<file path="src/rtl/risc_lsu_pkg.sv">
// Shared definitions for the load/store unit: funct3 width codes,
// controller state encoding and the access-legality decode.
package risc_lsu_pkg;

  localparam logic [2:0] F3_B  = 3'b000;
  localparam logic [2:0] F3_H  = 3'b001;
  localparam logic [2:0] F3_W  = 3'b010;
  localparam logic [2:0] F3_BU = 3'b100;
  localparam logic [2:0] F3_HU = 3'b101;

  typedef enum logic [2:0] {
    IDLE  = 3'd0,
    LOAD  = 3'd1,
    ST_RD = 3'd2,
    ST_WR = 3'd3,
    RESP  = 3'd4
  } lsu_state_e;

  // Width/sign code not valid for the direction, or address not naturally aligned.
  function automatic logic access_illegal(input logic store, input logic [2:0] funct3,
                                          input logic [1:0] off);
    logic bad;
    bad = 1'b0;
    if (store) begin
      if (funct3[2] || (funct3 == 3'b011)) bad = 1'b1;
    end else begin
      if ((funct3 == 3'b011) || (funct3 == 3'b110) || (funct3 == 3'b111)) bad = 1'b1;
    end
    if (!bad) begin
      if ((funct3[1:0] == 2'b01) && off[0]) bad = 1'b1;
      if ((funct3[1:0] == 2'b10) && (off != 2'b00)) bad = 1'b1;
    end
    return bad;
  endfunction

endpackage

</file>
<file path="src/rtl/risc_lsu_32_if.sv">
// Core-side request/response bus of the load/store unit.
// master = core (initiator of requests), slave = LSU.
interface risc_lsu_32_if;
  logic        req_valid;
  logic        req_ready;
  logic        req_store;
  logic [2:0]  req_funct3;
  logic [31:0] req_addr;
  logic [31:0] req_wdata;
  logic        resp_valid;
  logic        resp_err;
  logic [31:0] resp_rdata;

  modport master (
    output req_valid, req_store, req_funct3, req_addr, req_wdata,
    input  req_ready, resp_valid, resp_err, resp_rdata
  );

  modport slave (
    input  req_valid, req_store, req_funct3, req_addr, req_wdata,
    output req_ready, resp_valid, resp_err, resp_rdata
  );
endinterface

</file>
<file path="src/rtl/risc_lsu_align.sv">
// Combinational data path of the LSU: load lane extract/extend and
// store lane merge for read-modify-write of sub-word stores.
module risc_lsu_align
  import risc_lsu_pkg::*;
(
  input  logic [31:0] rd_word,
  input  logic [31:0] wdata,
  input  logic [1:0]  off,
  input  logic [2:0]  funct3,
  output logic [31:0] load_data,
  output logic [31:0] store_word
);

  logic [7:0]  sel_byte;
  logic [15:0] sel_half;

  // Pick the addressed byte/halfword lane and extend it by funct3.
  always_comb begin
    sel_byte = 8'h00;
    case (off)
      2'd0: sel_byte = rd_word[7:0];
      2'd1: sel_byte = rd_word[15:8];
      2'd2: sel_byte = rd_word[23:16];
      default: sel_byte = rd_word[31:24];
    endcase
    sel_half = off[1] ? rd_word[31:16] : rd_word[15:0];
    case (funct3)
      F3_B:    load_data = {{24{sel_byte[7]}}, sel_byte};
      F3_BU:   load_data = {24'h000000, sel_byte};
      F3_H:    load_data = {{16{sel_half[15]}}, sel_half};
      F3_HU:   load_data = {16'h0000, sel_half};
      default: load_data = rd_word;
    endcase
  end

  // Replace the addressed lane(s) of the old word with the store data.
  always_comb begin
    store_word = rd_word;
    case (funct3)
      F3_B:    store_word[{off, 3'b000} +: 8] = wdata[7:0];
      F3_H:    store_word[{off[1], 4'b0000} +: 16] = wdata[15:0];
      default: store_word = wdata;
    endcase
  end

endmodule

</file>
<file path="src/rtl/risc_lsu_32.sv">
// Load/store unit: turns byte/half/word loads and stores into whole-word
// accesses on a synchronous-write / asynchronous-read data memory.
// Optional macro RISC_LSU_RANGE_CHECK_EN: word index >= MEM_WORDS is illegal.
module risc_lsu_32
  import risc_lsu_pkg::*;
#(
  parameter int MEM_WORDS = 64
) (
  input  logic               clk,
  input  logic               areset,
  risc_lsu_32_if.slave       core,
  output logic [31:0]        mem_addr_32,
  output logic               mem_we,
  output logic [31:0]        mem_wdata_32,
  input  logic [31:0]        mem_rdata_32
);

  lsu_state_e  state_reg;
  logic [2:0]  funct3_reg;
  logic [1:0]  off_reg;
  logic [31:0] wdata_reg;
  logic        req_ready_reg;
  logic        resp_valid_reg;
  logic        resp_err_reg;
  logic [31:0] resp_rdata_reg;
  logic [31:0] mem_addr_reg;
  logic        mem_we_reg;
  logic [31:0] mem_wdata_reg;

  logic [31:0] load_data;
  logic [31:0] store_word;
  logic        range_bad;
  logic        req_illegal;

  risc_lsu_align u_align (
    .rd_word    (mem_rdata_32),
    .wdata      (wdata_reg),
    .off        (off_reg),
    .funct3     (funct3_reg),
    .load_data  (load_data),
    .store_word (store_word)
  );

`ifdef RISC_LSU_RANGE_CHECK_EN
  logic [31:0] word_idx;
  assign word_idx  = {2'b00, core.req_addr[31:2]};
  assign range_bad = (word_idx >= 32'(MEM_WORDS));
`else
  assign range_bad = 1'b0;
`endif

  assign req_illegal = access_illegal(core.req_store, core.req_funct3, core.req_addr[1:0])
                       | range_bad;

  // Controller: every output is a register updated on the transition into its state.
  always_ff @(posedge clk or negedge areset) begin
    if (!areset) begin
      state_reg      <= IDLE;
      funct3_reg     <= 3'b000;
      off_reg        <= 2'b00;
      wdata_reg      <= 32'h0;
      req_ready_reg  <= 1'b1;
      resp_valid_reg <= 1'b0;
      resp_err_reg   <= 1'b0;
      resp_rdata_reg <= 32'h0;
      mem_addr_reg   <= 32'h0;
      mem_we_reg     <= 1'b0;
      mem_wdata_reg  <= 32'h0;
    end else begin
      case (state_reg)
        IDLE: begin
          if (core.req_valid) begin
            funct3_reg    <= core.req_funct3;
            off_reg       <= core.req_addr[1:0];
            wdata_reg     <= core.req_wdata;
            req_ready_reg <= 1'b0;
            if (req_illegal) begin
              state_reg      <= RESP;
              resp_valid_reg <= 1'b1;
              resp_err_reg   <= 1'b1;
              resp_rdata_reg <= 32'h0;
            end else if (!core.req_store) begin
              state_reg    <= LOAD;
              mem_addr_reg <= {core.req_addr[31:2], 2'b00};
            end else if (core.req_funct3 == F3_W) begin
              state_reg     <= ST_WR;
              mem_addr_reg  <= {core.req_addr[31:2], 2'b00};
              mem_we_reg    <= 1'b1;
              mem_wdata_reg <= core.req_wdata;
            end else begin
              state_reg    <= ST_RD;
              mem_addr_reg <= {core.req_addr[31:2], 2'b00};
            end
          end
        end
        LOAD: begin
          state_reg      <= RESP;
          resp_valid_reg <= 1'b1;
          resp_err_reg   <= 1'b0;
          resp_rdata_reg <= load_data;
          mem_addr_reg   <= 32'h0;
        end
        ST_RD: begin
          // Old word is merged here so the write cycle only has to present it.
          state_reg     <= ST_WR;
          mem_we_reg    <= 1'b1;
          mem_wdata_reg <= store_word;
        end
        ST_WR: begin
          state_reg      <= RESP;
          mem_we_reg     <= 1'b0;
          mem_wdata_reg  <= 32'h0;
          mem_addr_reg   <= 32'h0;
          resp_valid_reg <= 1'b1;
          resp_err_reg   <= 1'b0;
          resp_rdata_reg <= 32'h0;
        end
        RESP: begin
          state_reg      <= IDLE;
          resp_valid_reg <= 1'b0;
          resp_err_reg   <= 1'b0;
          req_ready_reg  <= 1'b1;
        end
        default: state_reg <= IDLE;
      endcase
    end
  end

  assign core.req_ready  = req_ready_reg;
  assign core.resp_valid = resp_valid_reg;
  assign core.resp_err   = resp_err_reg;
  assign core.resp_rdata = resp_rdata_reg;
  assign mem_addr_32     = mem_addr_reg;
  assign mem_we          = mem_we_reg;
  assign mem_wdata_32    = mem_wdata_reg;

endmodule

</file>
<file path="src/flat_wrapper.sv">
// flat-port wrapper written by rule: the top's interface ports become plain ports
module risc_lsu_32_flat import risc_lsu_pkg::*;
#(
  parameter int MEM_WORDS = 64
)
  (clk, areset, mem_addr_32, mem_we, mem_wdata_32, mem_rdata_32, core_req_valid, core_req_store, core_req_funct3, core_req_addr, core_req_wdata, core_req_ready, core_resp_valid, core_resp_err, core_resp_rdata);
  risc_lsu_32_if core_i ();
  input  logic clk;
  input  logic areset;
  output logic [31:0] mem_addr_32;
  output logic mem_we;
  output logic [31:0] mem_wdata_32;
  input  logic [31:0] mem_rdata_32;
  input wire logic [$bits(core_i.req_valid)-1:0] core_req_valid;
  input wire logic [$bits(core_i.req_store)-1:0] core_req_store;
  input wire logic [$bits(core_i.req_funct3)-1:0] core_req_funct3;
  input wire logic [$bits(core_i.req_addr)-1:0] core_req_addr;
  input wire logic [$bits(core_i.req_wdata)-1:0] core_req_wdata;
  output wire logic [$bits(core_i.req_ready)-1:0] core_req_ready;
  output wire logic [$bits(core_i.resp_valid)-1:0] core_resp_valid;
  output wire logic [$bits(core_i.resp_err)-1:0] core_resp_err;
  output wire logic [$bits(core_i.resp_rdata)-1:0] core_resp_rdata;
  assign core_i.req_valid = core_req_valid;
  assign core_i.req_store = core_req_store;
  assign core_i.req_funct3 = core_req_funct3;
  assign core_i.req_addr = core_req_addr;
  assign core_i.req_wdata = core_req_wdata;
  assign core_req_ready = core_i.req_ready;
  assign core_resp_valid = core_i.resp_valid;
  assign core_resp_err = core_i.resp_err;
  assign core_resp_rdata = core_i.resp_rdata;
  risc_lsu_32 #(.MEM_WORDS(MEM_WORDS)) u_core (.clk(clk), .areset(areset), .core(core_i), .mem_addr_32(mem_addr_32), .mem_we(mem_we), .mem_wdata_32(mem_wdata_32), .mem_rdata_32(mem_rdata_32));
endmodule
</file>
<file path="config.mk">
export PLATFORM = sky130hd
export DESIGN_NAME = risc_lsu_32_flat
export DESIGN_NICKNAME = d
export VERILOG_FILES = /design/src/rtl/risc_lsu_pkg.sv /design/src/rtl/risc_lsu_32_if.sv /design/src/rtl/risc_lsu_align.sv /design/src/rtl/risc_lsu_32.sv /design/src/flat_wrapper.sv
export SDC_FILE = /design/constraint.sdc
export NUM_CORES = 1
export LEC_CHECK = 0
export CORE_MARGIN = 2
export CORE_UTILIZATION = 52
export DETAILED_ROUTE_END_ITERATION = 8
export PLACE_DENSITY_LB_ADDON = 0.1
export SLEW_MARGIN = 40
export SYNTH_ARGS = -nofsm -noshare
export SYNTH_HDL_FRONTEND = slang
export SYNTH_SLANG_ARGS = --single-unit
</file>
<file path="constraint.sdc">
create_clock -name clk -period 4.6 [get_ports clk]
set_input_delay 0.92 -clock clk [delete_from_list [all_inputs] [get_ports clk]]
set_output_delay 0.92 -clock clk [all_outputs]
set_load 0.01 [all_outputs]
</file>
# Yosys cells after proc, flatten, opt, wreduce, memory -nomap -nowiden
# Cells that the tools add are included.
totals:
  in_bits: 103
  wordCells: 100
  output_inout_bits: 100
  register_bits: 140
op_classes:
  eq_ne: 20
  shift: 4
  n_reduce_logical: 24
  add_sub_neg: 2
  muxes: 39
ops:
  columns: ["op", "n"]
  rows:
  - ["32-bit 2-to-1 mux", 8]
  - ["32-bit case mux with 3 select lines", 2]
  - ["32-bit case mux with 2 select lines", 2]
  - ["32-bit case mux with 4 select lines", 1]
  - ["32-bit bitwise mux", 2]
  - ["16-bit by 7-bit variable shift with 32-bit output, first input constant", 1]
  - ["8-bit by 7-bit variable shift with 32-bit output, first input constant", 1]
  - ["16-bit by 7-bit variable part select with 32-bit output", 1]
  - ["8-bit by 7-bit variable part select with 32-bit output", 1]
  - ["8-bit case mux with 3 select lines", 1]
  - ["16-bit 2-to-1 mux", 1]
  - ["3-bit equality test, second input constant", 5]
  - ["1-bit 2-to-1 mux", 14]
  - ["5-bit negator with 7-bit output", 2]
  - ["3-bit by 2-bit equality test with 1-bit output, second input constant", 4]
  - ["3-bit AND reduction", 4]
  - ["3-bit 2-to-1 mux", 3]
  - ["3-bit case mux with 3 select lines", 1]
  - ["3-bit nonzero test", 3]
  - ["2-bit nonzero test", 4]
  - ["3-bit by 1-bit equality test with 1-bit output, second input constant", 2]
  - ["3-bit logical NOT", 2]
  - ["2-bit inequality test, second input constant", 3]
  - ["1-bit case mux with 3 select lines", 2]
  - ["other kinds (11)", 19]

# Longest topological paths before layout
logic_depth:
  word_depth: 9
  depth_mapped: 11
  depth_no_buf: 6

# Hierarchy
# A second synthesis with hierarchy kept.
hier_totals:
  hier_cells: 909
  area_unflattened_um2: 8235.4
modules_own_cells:
  columns: ["module", "seq_area_each_um2", "area_per_inst_um2", "instances", "cells_per_inst"]
  rows:
  - ["risc_lsu_32", 3454.6, 6243.5, 1, 609]
  - ["risc_lsu_align", 0.0, 1991.9, 1, 300]

# Worst setup path before layout
# Ideal clock, no wire load.
synth_timing:
  path_type: "reg2reg"
  from: "register u_core.off_reg[1]"
  to: "register u_core.resp_rdata_reg[21], in the netlist u_core.core.resp_rdata[21]"
  setup_time_ns: 0.121
  period_less_slack_ns: 2.592
  path_slack_ns: 2.008
  required_ns: 4.479
  path_buffers: 5
  stages_incl_launch_ff: 12
  t_arrival_ns: 2.471
  cell_sequence: "dfrtp_1 clkbuf_1 clkbuf_1 inv_1 ha_1 buf_2 a222oi_1 a2111o_1 buf_2 a21oi_4 buf_4 a22o_1"
synth_between:
  elab_chain_cells: 4
  word_cells_on_any_way: 7
  classes_between: "eq/ne (2); mux (4); reduce/logical (1)"
synth_rtl:
  columns: ["element", "line", "text"]
  rows:
  - ["start, declared", "risc_lsu_32.sv:20", "logic [1:0] off_reg;"]
  - ["start signal, assigned", "risc_lsu_32.sv:74", "off_reg <= core.req_addr[1:0];"]
  - ["2-bit equality test (tied with other cells)", "risc_lsu_align.sv:20", "case (off)"]
  - ["8-bit case mux with 3 select lines", "risc_lsu_align.sv:20", null]
  - ["32-bit case mux with 4 select lines (*)", "risc_lsu_align.sv:27", "case (funct3)"]
  - ["32-bit case mux with 3 select lines (*)", "risc_lsu_32.sv:70", "case (state_reg)"]
  - ["end signal, assigned", "risc_lsu_32.sv:100", "resp_rdata_reg <= load_data;"]
  - ["end, declared", "risc_lsu_32.sv:25", "logic [31:0] resp_rdata_reg;"]
# Mark *: on every way between the ends. The rest lies on a longest branch, timed or not.
# A chain may end at the register's enable or synchronous reset.

# Final worst setup path
layout_timing:
  from: "input port core_req_funct3[0]"
  to: "register u_core.mem_wdata_reg[19], in the netlist u_core.mem_wdata_32[19]"
layout_between:
  elab_chain_cells: 8
  word_cells_on_any_way: 20
  classes_between: "eq/ne (8); mux (6); reduce/logical (6)"
layout_rtl:
  columns: ["element", "line", "text"]
  rows:
  - ["start, declared", "flat_wrapper.sv:16", "input wire logic [$bits(core_i.req_funct3)-1:0] core_req_funct3;"]
  - ["3-bit by 2-bit equality test with 1-bit output or 3-bit equality test (tied branches)", "risc_lsu_pkg.sv:25, risc_lsu_pkg.sv:27", null]
  - ["1-bit logical OR (2 in series)", "risc_lsu_pkg.sv:27", "if ((funct3 == 3'b011) || (funct3 == 3'b110) || (funct3 == 3'b111)) bad = 1'b1;"]
  - ["1-bit 2-to-1 mux", "risc_lsu_pkg.sv:27", null]
  - ["1-bit 2-to-1 mux", "risc_lsu_pkg.sv:24", "if (store) begin"]
  - ["1-bit 2-to-1 mux", "risc_lsu_pkg.sv:29", "if (!bad) begin"]
  - ["2-bit inequality test (no source line)", null, null]
  - ["5-bit AND reduction (no source line) (*)", null, null]
  - ["end signal, assigned", "risc_lsu_32.sv:89", "mem_wdata_reg <= core.req_wdata;"]
  - ["end signal, assigned", "risc_lsu_32.sv:107", "mem_wdata_reg <= store_word;"]
  - ["end, declared", "risc_lsu_32.sv:28", "logic [31:0] mem_wdata_reg;"]
# Marked as above.

==> results by group <==
Run status
  – Run status: finished, final reports clean

Finish
  – Register area: 0.00346 mm2
  – Share of cells above drive strength 1: 12.1%
  – Filler cells: 942
  – Post-route design area: 0.00981 mm2
  – Leading cell type in the layout, fill and taps excluded: clkdlybuf4s50_1
  – Nets: 963
  – Commonest non-fill, non-tap cells in the layout: clkdlybuf4s50_1, dfrtp_1, a22o_1
  – Area Overhead vs Synth: 36.7%
  – Fin util: 73.5%
  – Diodes inserted: 0
  – Area of the multi-input gates: 0.00329 mm2

Yosys
  – Xor/xnor share of the synthesized area: 0%
  – Synth Warn #: 0
  – Post-synthesis sequential area ratio: 48.2%
  – Number of synthesized flops with an enable pin: 0
  – Syn Area/Cell: 10.4 um2
  – Mapped Cells: 688
  – Post-Syn Area: 0.00717 mm2
  – Predominant post-synthesis flop cell: dfrtp_1
  – Yosys reg bits: 138
  – Library cells used by synthesis: 53
  – Post-synthesis mux area share: 8.97%
  – Main combinational cell family by area after synthesis: compound AO/OA/AOI/OAI gates
  – Synth async-reset ratio: 100%
  – Post-synthesis compound-gate area fraction: 23.8%
  – Simple-Gate Fraction of Synth Area: 11.7%
  – Share of synthesized cell area in full adder, half adder and majority cells: 1.05%

Power and ir drop
  – Sw Pwr: 2.51 mW
  – Sequential power share: 33.9%
  – Switch share: 36.8%
  – Power Density: 694 mW/mm2
  – Worst IR drop on VDD: 0.371 mV
  – Combinational power share: 46.2%
  – Pwr Total: 6.81 mW
  – Power Internal: 4.30 mW
  – LEAKAGE: 4.17 nW
  – Clk pwr share: 19.9%

Detailed routing
  – Routed Antenna Nets: 0
  – Routed via count: 6391
  – Per-cell routed wire length: 20.6 um
  – Initial DRC count: 607
  – DR DRC count: 0
  – Overall routed net length: 21500 um
  – First-pass iteration count of the detailed router: 6
  – Drt via density: 6.13

Min path
  – Hold Crit Class: reg2reg
  – Hold Path Stages: 2
  – Worst hold start: u_core.core.req_ready$_DFFE_PN1P_
  – Hold EP: u_core.core.req_ready$_DFFE_PN1P_

Clock network
  – CTS Root Cell: clkbuf_16
  – CTS tree: built
  – H-tree levels: 4
  – CTS resizes: 0
  – CTS clock-pin slew for the worst setup and hold paths: 0.06 ns
  – Hold Buf Count CTS: 0
  – Clk_lat worst skew: 0.42 ns
  – Cts bufs inserted: 17
  – Sink Count: 138
  – Post-CTS Setup Inserts: 0
  – Clk buf depth: 2

Timing
  – F_max: 332 MHz
  – Fin crit share: 65.4%
  – Slew Viols, Final: 0
  – Crit path time final: 3.01 ns
  – Unrepaired setup endpoints after global routing: false
  – Slew margin rel.: 50.1%
  – Clk_skew: 0.00794 ns
  – Sum Neg Setup Slack: 0 ns
  – Final Hold Fails: 0
  – Worst hold slack: 0.467 ns
  – Setup-failing EPs final: 0
  – Worst Max-Slew Pin Slew: 0.747 ns

Global routing
  – Largest net degree at the start of global routing: 85
  – First-pass GRT wire length: 33500 um
  – Total Routing Usage GR: 29.9%
  – Number of global-route vias before repair: 6238
  – Grt ovf: 0
  – Antenna violations before repair: 0

Floorplan
  – Area of the core: 0.0133 mm2
  – Die H: 121 um
  – Die area: 0.0147 mm2
  – Site row count: 42
  – Starting Density: 53.7%
  – Die width: 121 um
  – I/O pins: 203

Setup path
  – CP peak stage delay: 0.63 ns
  – CP endpoint kind: register
  – Reg2Reg Launch Point: u_core.off_reg[1]$_DFFE_PN0P_
  – CP cell instances: clkdlybuf4s50_1, or4b_1, o41ai_4, buf_4, mux2i_1, o21ai_0
  – CP Launch Type: primary input
  – Largest delay share family, worst path: buffers and inverters
  – Critical path type: in2reg
  – CP required: 4.87 ns
  – CP max FO: 58
  – Worst Path Buf+Inv: 2
  – Reg-to-reg setup timing slack: 1.86 ns
  – Cell depth of the worst flop-to-flop path: 6
  – Worst Path Arrival: 3.27 ns
  – Worst path slowest cell: or4b_1
  – RR Endpoint: u_core.core.resp_rdata[22]$_DFFE_PN0P_

Place
  – Post-DP HPWL: 15300 um
  – Port Buffers: 200
  – RD Place Congestion: 0.907
  – Placed Area: 0.00921 mm2

Job
  – Max cap viols: 0
layout make-up:
cell class | count | share of cell area [%]
clock buffers | 22 | 4.84
well taps | 176 | 2.25
multi-input cells | 445 | 33.6
clock inverters | 10 | 1.20
inverters | 40 | 1.53
flip-flops and latches | 138 | 35.2
repair buffers | 212 | 21.4
power by group through the flow:
stage	clock, mW	combinational (mW)	sequential, mW
final	1.35	3.15	2.31
after global routing	1.43	3.38	2.38
after CTS	1.37	3.15	2.30
after detailed placement	0	3.13	2.30
after global placement	0	3.05	2.28
after floorplan	0	1.72	2.31
worst reg2reg max path, stage by stage, from the launching register on:
cell and delay (ns):
dfrtp_2 0.62, inv_1 0.19, ha_1 0.40, a222oi_1 0.20, a2111o_1 0.61, a21oi_4 0.45
a22o_1 0.21
synthesized netlist by cell type, types with 3 or more instances:
master / instances / area, um2
buf_6: 3 / 33.8
o22ai_1: 4 / 25.0
buf_4: 4 / 30.0
a221oi_1: 19 / 166
nor4_1: 8 / 50.1
o221ai_1: 9 / 78.8
and3_1: 7 / 43.8
buf_1: 7 / 26.3
dfrtp_1: 137 / 3430
a311oi_1: 7 / 61.3
nor2_1: 18 / 67.6
nand3_1: 9 / 45.0
nand2b_1: 21 / 131
a222oi_1: 8 / 80.1
ha_1: 6 / 75.1
inv_1: 40 / 150
mux2i_1: 8 / 80.1
mux2_2: 50 / 563
a22o_1: 62 / 543
nor3_1: 4 / 20.0
nand4_1: 16 / 100
a21oi_1: 25 / 125
o22a_1: 8 / 70.1
clkbuf_1: 39 / 146
nand2_1: 36 / 135
o21ai_0: 33 / 165
a31oi_1: 26 / 163
o21a_1: 6 / 45.0
nor2b_1: 6 / 37.5
and2_1: 16 / 100
buf_2: 13 / 65.1
a21o_1: 8 / 60.1
cells by family after synthesis:
family / Yosys count
AOI/OAI and AO/OA: 225
buffers and inverters: 106
other: 1
DFF: 138
adders and majority gates: 6
muxes: 58
and+or+nand+nor: 154
worst max-delay path by stage:
stage | slack, ns | cells past startpoint | from | endpoint
floorplan | 2.01 | 11 | u_core.off_reg[1]$_DFFE_PN0P_ | u_core.core.resp_rdata[21]$_DFFE_PN0P_
global placement | 1.33 | 6 | core_req_funct3[0] | u_core.mem_wdata_32[22]$_DFFE_PN0P_
detailed placement | 1.16 | 6 | core_req_funct3[0] | u_core.mem_wdata_32[19]$_DFFE_PN0P_
CTS | 1.58 | 6 | core_req_funct3[0] | u_core.mem_wdata_32[19]$_DFFE_PN0P_
global route | 1.51 | 6 | core_req_funct3[0] | u_core.mem_wdata_32[19]$_DFFE_PN0P_
finish | 1.59 | 6 | core_req_funct3[0] | u_core.mem_wdata_32[19]$_DFFE_PN0P_
stage by stage:
stage	worst slack (ns)	cells
6_report	1.59	1043
5_1_grt	1.51	1043
4_1_cts	1.58	1043
3_5_place_dp	1.16	1011
3_3_place_gp	1.33	1011
2_1_floorplan	2.01	689
layer usage:
| layer | share of wire (%) | global-route usage [%] |
|---|---|---|
| met5 | 0 | 0 |
| met4 | 4.6 | 16.0 |
| met3 | 8.8 | 6.95 |
| met2 | 47 | 47.5 |
| met1 | 40 | 37.9 |
Power figures use the tool's default switching activity.
